<file path="config.mk">
export PLATFORM = sky130hd
export DESIGN_NAME = cdr_lock_det_flat
export DESIGN_NICKNAME = d
export VERILOG_FILES = /design/src/rtl/cdr_lock_det_if.sv /design/src/rtl/cdr_lock_det.sv /design/src/flat_wrapper.sv
export SDC_FILE = /design/constraint.sdc
export NUM_CORES = 1
export LEC_CHECK = 0
export CAP_MARGIN = 40
export CORE_ASPECT_RATIO = 0.9
export CORE_UTILIZATION = 43
export CTS_CLUSTER_SIZE = 40
export DETAILED_ROUTE_END_ITERATION = 7
export DONT_BUFFER_PORTS = 1
export PLACE_DENSITY_LB_ADDON = 0.2
export RECOVER_POWER = 50
export SLEW_MARGIN = 20
export SYNTH_ARGS = -nofsm -noshare
export SYNTH_HDL_FRONTEND = slang
export SYNTH_SLANG_ARGS = --single-unit
</file>
<file path="constraint.sdc">
create_clock -name refclk -period 1.95 [get_ports refclk]
set_input_delay 0.195 -clock refclk [delete_from_list [all_inputs] [get_ports refclk]]
set_output_delay 0.195 -clock refclk [all_outputs]
set_load 0.05 [all_outputs]
</file>
<file path="src/rtl/cdr_lock_det_if.sv">
// Status/stimulus bundle between the PFD-side driver and the CDR lock detector.
interface cdr_lock_det_if #(
  parameter int WIN = 64
) ();
  localparam int ERR_W = $clog2(WIN + 1);

  logic             en;
  logic             up;
  logic             down;
  logic             lock;
  logic             lock_lost;
  logic             win_done;
  logic [ERR_W-1:0] err_cnt;

  modport master (
    output en, up, down,
    input  lock, lock_lost, win_done, err_cnt
  );

  modport slave (
    input  en, up, down,
    output lock, lock_lost, win_done, err_cnt
  );
endinterface

</file>
<file path="src/rtl/cdr_lock_det.sv">
// CDR lock detector: windowed count of PFD up^down activity, lock after LOCK_CNT quiet windows.
// Define CDR_LOCK_HYST_EN to tolerate one isolated bad window while locked.
module cdr_lock_det #(
  parameter int WIN      = 64,
  parameter int THRESH   = 4,
  parameter int LOCK_CNT = 8
) (
  input  logic               refclk,
  input  logic               rst,
  cdr_lock_det_if.slave      det
);
  localparam int WIN_W  = $clog2(WIN);
  localparam int ERR_W  = $clog2(WIN + 1);
  localparam int GOOD_W = $clog2(LOCK_CNT + 1);

  typedef enum logic [1:0] {IDLE, ACQ, LOCKED} state_t;

  state_t             state_q, state_d;
  logic               up_meta_q, up_s_q, dn_meta_q, dn_s_q;
  logic [WIN_W-1:0]   win_cnt_q, win_cnt_d;
  logic [ERR_W-1:0]   acc_q, acc_d;
  logic [ERR_W-1:0]   err_cnt_q, err_cnt_d;
  logic [GOOD_W-1:0]  good_cnt_q, good_cnt_d;
  logic               close_q, close_d;
  logic               win_good_q, win_good_d;
  logic               lock_q, lock_d;
  logic               lock_lost_q, lock_lost_d;
  logic               win_done_q, win_done_d;
`ifdef CDR_LOCK_HYST_EN
  logic               strike_q, strike_d;
`endif

  logic               act;
  logic               last;
  logic [ERR_W-1:0]   sum;

  // Both PFD outputs high is the reset overlap, not a correction.
  assign act  = up_s_q ^ dn_s_q;
  assign sum  = acc_q + ERR_W'(act);
  assign last = (win_cnt_q == WIN_W'(WIN - 1));

  always_ff @(posedge refclk or posedge rst) begin
    if (rst) begin
      up_meta_q   <= 1'b0;
      up_s_q      <= 1'b0;
      dn_meta_q   <= 1'b0;
      dn_s_q      <= 1'b0;
      state_q     <= IDLE;
      win_cnt_q   <= '0;
      acc_q       <= '0;
      err_cnt_q   <= '0;
      good_cnt_q  <= '0;
      close_q     <= 1'b0;
      win_good_q  <= 1'b0;
      lock_q      <= 1'b0;
      lock_lost_q <= 1'b0;
      win_done_q  <= 1'b0;
`ifdef CDR_LOCK_HYST_EN
      strike_q    <= 1'b0;
`endif
    end else begin
      up_meta_q   <= det.up;
      up_s_q      <= up_meta_q;
      dn_meta_q   <= det.down;
      dn_s_q      <= dn_meta_q;
      state_q     <= state_d;
      win_cnt_q   <= win_cnt_d;
      acc_q       <= acc_d;
      err_cnt_q   <= err_cnt_d;
      good_cnt_q  <= good_cnt_d;
      close_q     <= close_d;
      win_good_q  <= win_good_d;
      lock_q      <= lock_d;
      lock_lost_q <= lock_lost_d;
      win_done_q  <= win_done_d;
`ifdef CDR_LOCK_HYST_EN
      strike_q    <= strike_d;
`endif
    end
  end

  // The verdict on a closed window is acted on one edge later, so win_done,
  // lock and lock_lost all move together on the edge after the closing cycle.
  always_comb begin
    state_d     = state_q;
    win_cnt_d   = win_cnt_q;
    acc_d       = acc_q;
    err_cnt_d   = err_cnt_q;
    good_cnt_d  = good_cnt_q;
    close_d     = 1'b0;
    win_good_d  = win_good_q;
    lock_lost_d = 1'b0;
    win_done_d  = 1'b0;
`ifdef CDR_LOCK_HYST_EN
    strike_d    = strike_q;
`endif
    case (state_q)
      IDLE: begin
        win_cnt_d  = '0;
        acc_d      = '0;
        good_cnt_d = '0;
`ifdef CDR_LOCK_HYST_EN
        strike_d   = 1'b0;
`endif
        if (det.en) state_d = ACQ;
      end
      default: begin
        if (last) err_cnt_d = sum;
        if (!det.en) begin
          state_d    = IDLE;
          win_cnt_d  = '0;
          acc_d      = '0;
          good_cnt_d = '0;
`ifdef CDR_LOCK_HYST_EN
          strike_d   = 1'b0;
`endif
        end else begin
          if (last) begin
            win_cnt_d  = '0;
            acc_d      = '0;
            close_d    = 1'b1;
            win_good_d = (int'(sum) <= THRESH);
          end else begin
            win_cnt_d  = win_cnt_q + WIN_W'(1);
            acc_d      = sum;
          end
          if (close_q) begin
            win_done_d = 1'b1;
            if (state_q == ACQ) begin
              if (!win_good_q) begin
                good_cnt_d = '0;
              end else if (good_cnt_q == GOOD_W'(LOCK_CNT - 1)) begin
                state_d    = LOCKED;
                good_cnt_d = '0;
`ifdef CDR_LOCK_HYST_EN
                strike_d   = 1'b0;
`endif
              end else begin
                good_cnt_d = good_cnt_q + GOOD_W'(1);
              end
            end else begin
`ifdef CDR_LOCK_HYST_EN
              if (win_good_q) begin
                strike_d = 1'b0;
              end else if (!strike_q) begin
                strike_d = 1'b1;
              end else begin
                state_d     = ACQ;
                lock_lost_d = 1'b1;
                good_cnt_d  = '0;
                strike_d    = 1'b0;
              end
`else
              if (!win_good_q) begin
                state_d     = ACQ;
                lock_lost_d = 1'b1;
                good_cnt_d  = '0;
              end
`endif
            end
          end
        end
      end
    endcase
    lock_d = (state_d == LOCKED);
  end

  assign det.lock      = lock_q;
  assign det.lock_lost = lock_lost_q;
  assign det.win_done  = win_done_q;
  assign det.err_cnt   = err_cnt_q;
endmodule

</file>
<file path="src/flat_wrapper.sv">
// flat-port wrapper written by rule: the top's interface ports become plain ports
module cdr_lock_det_flat 
#(
  parameter int WIN      = 64,
  parameter int THRESH   = 4,
  parameter int LOCK_CNT = 8
)
  (refclk, rst, det_en, det_up, det_down, det_lock, det_lock_lost, det_win_done, det_err_cnt);
  cdr_lock_det_if #(.WIN(WIN)) det_i ();
  input  logic refclk;
  input  logic rst;
  input wire logic [$bits(det_i.en)-1:0] det_en;
  input wire logic [$bits(det_i.up)-1:0] det_up;
  input wire logic [$bits(det_i.down)-1:0] det_down;
  output wire logic [$bits(det_i.lock)-1:0] det_lock;
  output wire logic [$bits(det_i.lock_lost)-1:0] det_lock_lost;
  output wire logic [$bits(det_i.win_done)-1:0] det_win_done;
  output wire logic [$bits(det_i.err_cnt)-1:0] det_err_cnt;
  assign det_i.en = det_en;
  assign det_i.up = det_up;
  assign det_i.down = det_down;
  assign det_lock = det_i.lock;
  assign det_lock_lost = det_i.lock_lost;
  assign det_win_done = det_i.win_done;
  assign det_err_cnt = det_i.err_cnt;
  cdr_lock_det #(.WIN(WIN), .THRESH(THRESH), .LOCK_CNT(LOCK_CNT)) u_core (.refclk(refclk), .rst(rst), .det(det_i));
endmodule
</file>
==> PnR_summary.wiki <==
{| class="wikitable"
! Metric !! Value
|-
| Worst slew slack as a fraction of its limit || 0.430
|-
| Clock share of power || 0.412
|-
| Last weighted congestion value of the routability-driven placer || about 0.75
|-
| Peak Freq || 0.562 GHz
|-
| Die Span Y || 58.6 um
|-
| Top-count cell post-synth || sky130_fd_sc_hd__dfrtp_1
|-
| Post-synth net total || 147
|-
| Core area || between 0.003 and 0.004 mm^2
|-
| Ys flop type || sky130_fd_sc_hd__dfrtp_1
|-
| Clock root buffer || sky130_fd_sc_hd__clkbuf_8
|-
| Clock Tree Buf Depth || 2
|-
| Arrival time at the worst endpoint || about 2000 ps
|-
| Number of non-filler instances in the completed layout || roughly 190
|-
| Sum of negative setup slack || 0 ps
|-
| Power Internal || 1.09 mW
|-
| Clock-pin slew on the worst setup and hold paths || around 70 ps
|-
| Endpoint of the worst-slack reg-to-reg timing path || u_core.win_good_q
|-
| Post-layout utilization of the core || 0.507
|-
| Transition at the pin with the smallest max-transition slack || roughly 850 ps
|-
| Starting DRT DRC Count || 85
|-
| Number of input and output port buffers inserted || 0
|-
| Count of cell types in the netlist || 35
|-
| Post-placement worst setup slack || roughly 180 ps
|-
| Max-slew violation count || 0
|-
| Final total power || between 1 and 1.5 mW
|-
| Setup violations, final || 0
|-
| Clock skew || roughly 3.5 ps
|-
| Maximum number of pins on one net before global-route repair || 36
|-
| Number of antenna violations at the first check in global routing || 0
|-
| Hold path depth || 2
|-
| Rows || 20
|-
| Cells along the critical path || xor2_1 > ha_1 > ha_1 > nand3_1 > xor2_1 > o2111a_1 > a31o_1
|-
| Run status || finished clean
|-
| Switching fraction of total power || 0.215
|-
| Fraction of the yosys area taken by sequential cells || 0.572
|-
| Element type at the critical path end || flop
|-
| P&R area growth vs syn || 11.8%
|-
| Detailed-router iteration count before antenna repair || 3
|-
| Final worst-path setup slack || 170 ps
|-
| First-pass GRT wire length || 4430 um
|-
| Aggregate global routing overflow || 0
|-
| Area share of the leading cell type in the synthesized netlist || 0.572
|-
| DP Wirelength || 1710 um
|-
| Cells after DPL || 180
|-
| Gate Count Post-Synth || approximately 140
|-
| Critical Path Start Type || flop
|-
| Worst reg2reg setup slack || 170 ps
|-
| Min-delay src || det_en
|-
| Period utilisation layout || 0.913
|-
| P per Cell Area || ~800 mW/mm^2
|-
| CTS resizes || 0
|-
| Worst EP required || ~2200 ps
|-
| Final Net Count || 156
|-
| Synthesized area per cell || around 11 um^2
|-
| Via count of the first global-routing pass || ~1,000
|-
| Antenna diode count || 0
|-
| Setup fix buffers added after clock tree synthesis || 0
|-
| Number of warnings issued by yosys || 0
|-
| Area after DPL || 0.00158 mm^2
|-
| RR Startpoint || u_core.dn_s_q
|-
| Cell type contributing the most total cell area after synthesis || sky130_fd_sc_hd__dfrtp_1
|-
| EDFF count, synth || 0
|-
| Sinks on Clock Net || 35
|-
| Unrepaired setup endpoints after global routing || no
|-
| Cts bufs inserted || 5
|-
| Largest fanout on the critical path || 3
|-
| Maximum cell stage delay along the critical path || 370 ps
|-
| Main area contributors after synthesis || sky130_fd_sc_hd__dfrtp_1 (57%), sky130_fd_sc_hd__nor2_1 (7.1%), sky130_fd_sc_hd__ha_1 (3.3%)
|-
| Power spent charging and discharging nets || 0.298 mW
|-
| Max rail drop VDD || between 0.6 and 0.7 mV
|-
| DR DRC count || 0
|-
| Post-route minimum period || roughly 1800 ps
|-
| Synth Register Bits || 35
|-
| CTS tree || built
|-
| Total Die Area || ~0.0038 mm^2
|-
| Hold Violations, Final || 0
|-
| Residual antenna-violating net count after detailed routing || 0
|-
| Top-level I/O count || 15
|-
| Layout cells sized above 1 || 0.135
|-
| Routed wire length per instance || 12.9 um
|-
| Hold buffers post-CTS || 3
|-
| Final Hold Slack || 11.0 ps
|-
| Ranking of synthesized cells by instance count || sky130_fd_sc_hd__dfrtp_1 (35), sky130_fd_sc_hd__nor2_1 (29), sky130_fd_sc_hd__nand2_1 (10), sky130_fd_sc_hd__inv_1 (8), sky130_fd_sc_hd__a21oi_1 (6)
|-
| Clock insertion delay at the later pin of the skew report || between 200 and 300 ps
|-
| Initial core utilization || 0.453
|-
| Slowest library cell on the worst path || sky130_fd_sc_hd__dfrtp_1
|-
| Netlist area before placement || about 0.0015 mm^2
|-
| CP top delay family || adder cells
|-
| Vias || between 900 and 1,000
|-
| CP Class || reg -> reg
|-
| Total global routing track utilization || 0.162
|-
| Min-Delay Path Class || in -> reg
|-
| Leakage Power || between 0.7 and 0.8 nW
|-
| Buffer and inverter count on the worst path || 0
|-
| Die width || between 60 and 70 um
|-
| Total wire length || roughly 2500 um
|-
| Reg power frac || 0.539
|-
| Post-detailed-route via-to-cell ratio || around 5.1
|-
| Depth of the worst register-to-register path || 7
|-
| Comb power frac || 0.048
|-
| Share of flip-flops with an asynchronous set or reset after synthesis || 1.00
|-
| Count of max-cap constraint violations || 0
|-
| Design area || around 0.0017 mm^2
|-
| Worst min-delay path endpoint || u_core.det.lock_lost
|-
| Total number of H-tree levels || 2
|}
==> worst max path at each step <==
stage | from | end | cells past startpoint
finish | u_core.dn_s_q | u_core.win_good_q | 7
global route | u_core.dn_s_q | u_core.win_good_q | 7
CTS | u_core.dn_s_q | u_core.win_good_q | 7
detailed placement | u_core.dn_s_q | u_core.win_good_q | 7
global placement | u_core.dn_s_q | u_core.win_good_q | 7
floorplan | u_core.dn_s_q | u_core.win_good_q | 6
==> state kept, by name (all words and copies together), names as in the netlist, 2 cells and up <==
register and cells:
u_core.good_cnt_q 4, u_core.det.err_cnt 7, u_core.state_q 2, u_core.acc_q 7
u_core.win_cnt_q 6
==> cell families after synthesis <==
family,share of synthesized area
compound gates,0.102
xor+xnor,0.0572
fa+ha+maj,0.0327
buf+inv,0.0359
flops,0.572
mux,0.0221
simple gates,0.178
==> power groups by stage <==
stage               logic [mW]  registers [mW]  clock network [mW]
finish                  0.0669           0.747               0.571
global route            0.0769           0.748               0.617
CTS                     0.0676           0.747               0.586
detailed placement      0.0627           0.760                   0
global placement        0.0611           0.760                   0
floorplan               0.0529           0.758                   0
==> worst register-to-register path, cell delays in order, from the launching register on <==
cell                       delay (ps)
sky130_fd_sc_hd__dfrtp_1          370
sky130_fd_sc_hd__xor2_1           160
sky130_fd_sc_hd__ha_1             220
sky130_fd_sc_hd__ha_1             240
sky130_fd_sc_hd__nand3_1          110
sky130_fd_sc_hd__xor2_1           260
sky130_fd_sc_hd__o2111a_1         230
sky130_fd_sc_hd__a31o_1           140
==> area by class of cell <==
type,instances,area (um^2)
repair buffers,6,50.0
fillers,336,1670
inverters,8,30.0
well taps,44,55.1
multi-input cells,91,601
clock buffers,8,100
flip-flops and latches,35,876
==> placed cells by master, fill, tap and decap left out, types with 2 or more instances in the layout <==
cell and count:
sky130_fd_sc_hd__dfrtp_1 35, sky130_fd_sc_hd__nor2_1 29, sky130_fd_sc_hd__nand2_1 10, sky130_fd_sc_hd__inv_1 8
sky130_fd_sc_hd__clkbuf_8 7, sky130_fd_sc_hd__a21oi_1 6, sky130_fd_sc_hd__nand3_1 5, sky130_fd_sc_hd__xnor2_1 5
sky130_fd_sc_hd__xor2_1 5, sky130_fd_sc_hd__ha_1 4, sky130_fd_sc_hd__mux2_2 3, sky130_fd_sc_hd__dlygate4sd3_1 3
sky130_fd_sc_hd__nor2b_1 2
==> metal layers <==
metal  track usage  vias to the layer above  share of wire
met2         0.254                       17           0.47
met4         0.114                        0          0.033
li1              -                      472              -
met3        0.0543                        8          0.044
met1         0.188                      476           0.46
met5             0                        -              0
(Power assumes the default switching activity.)
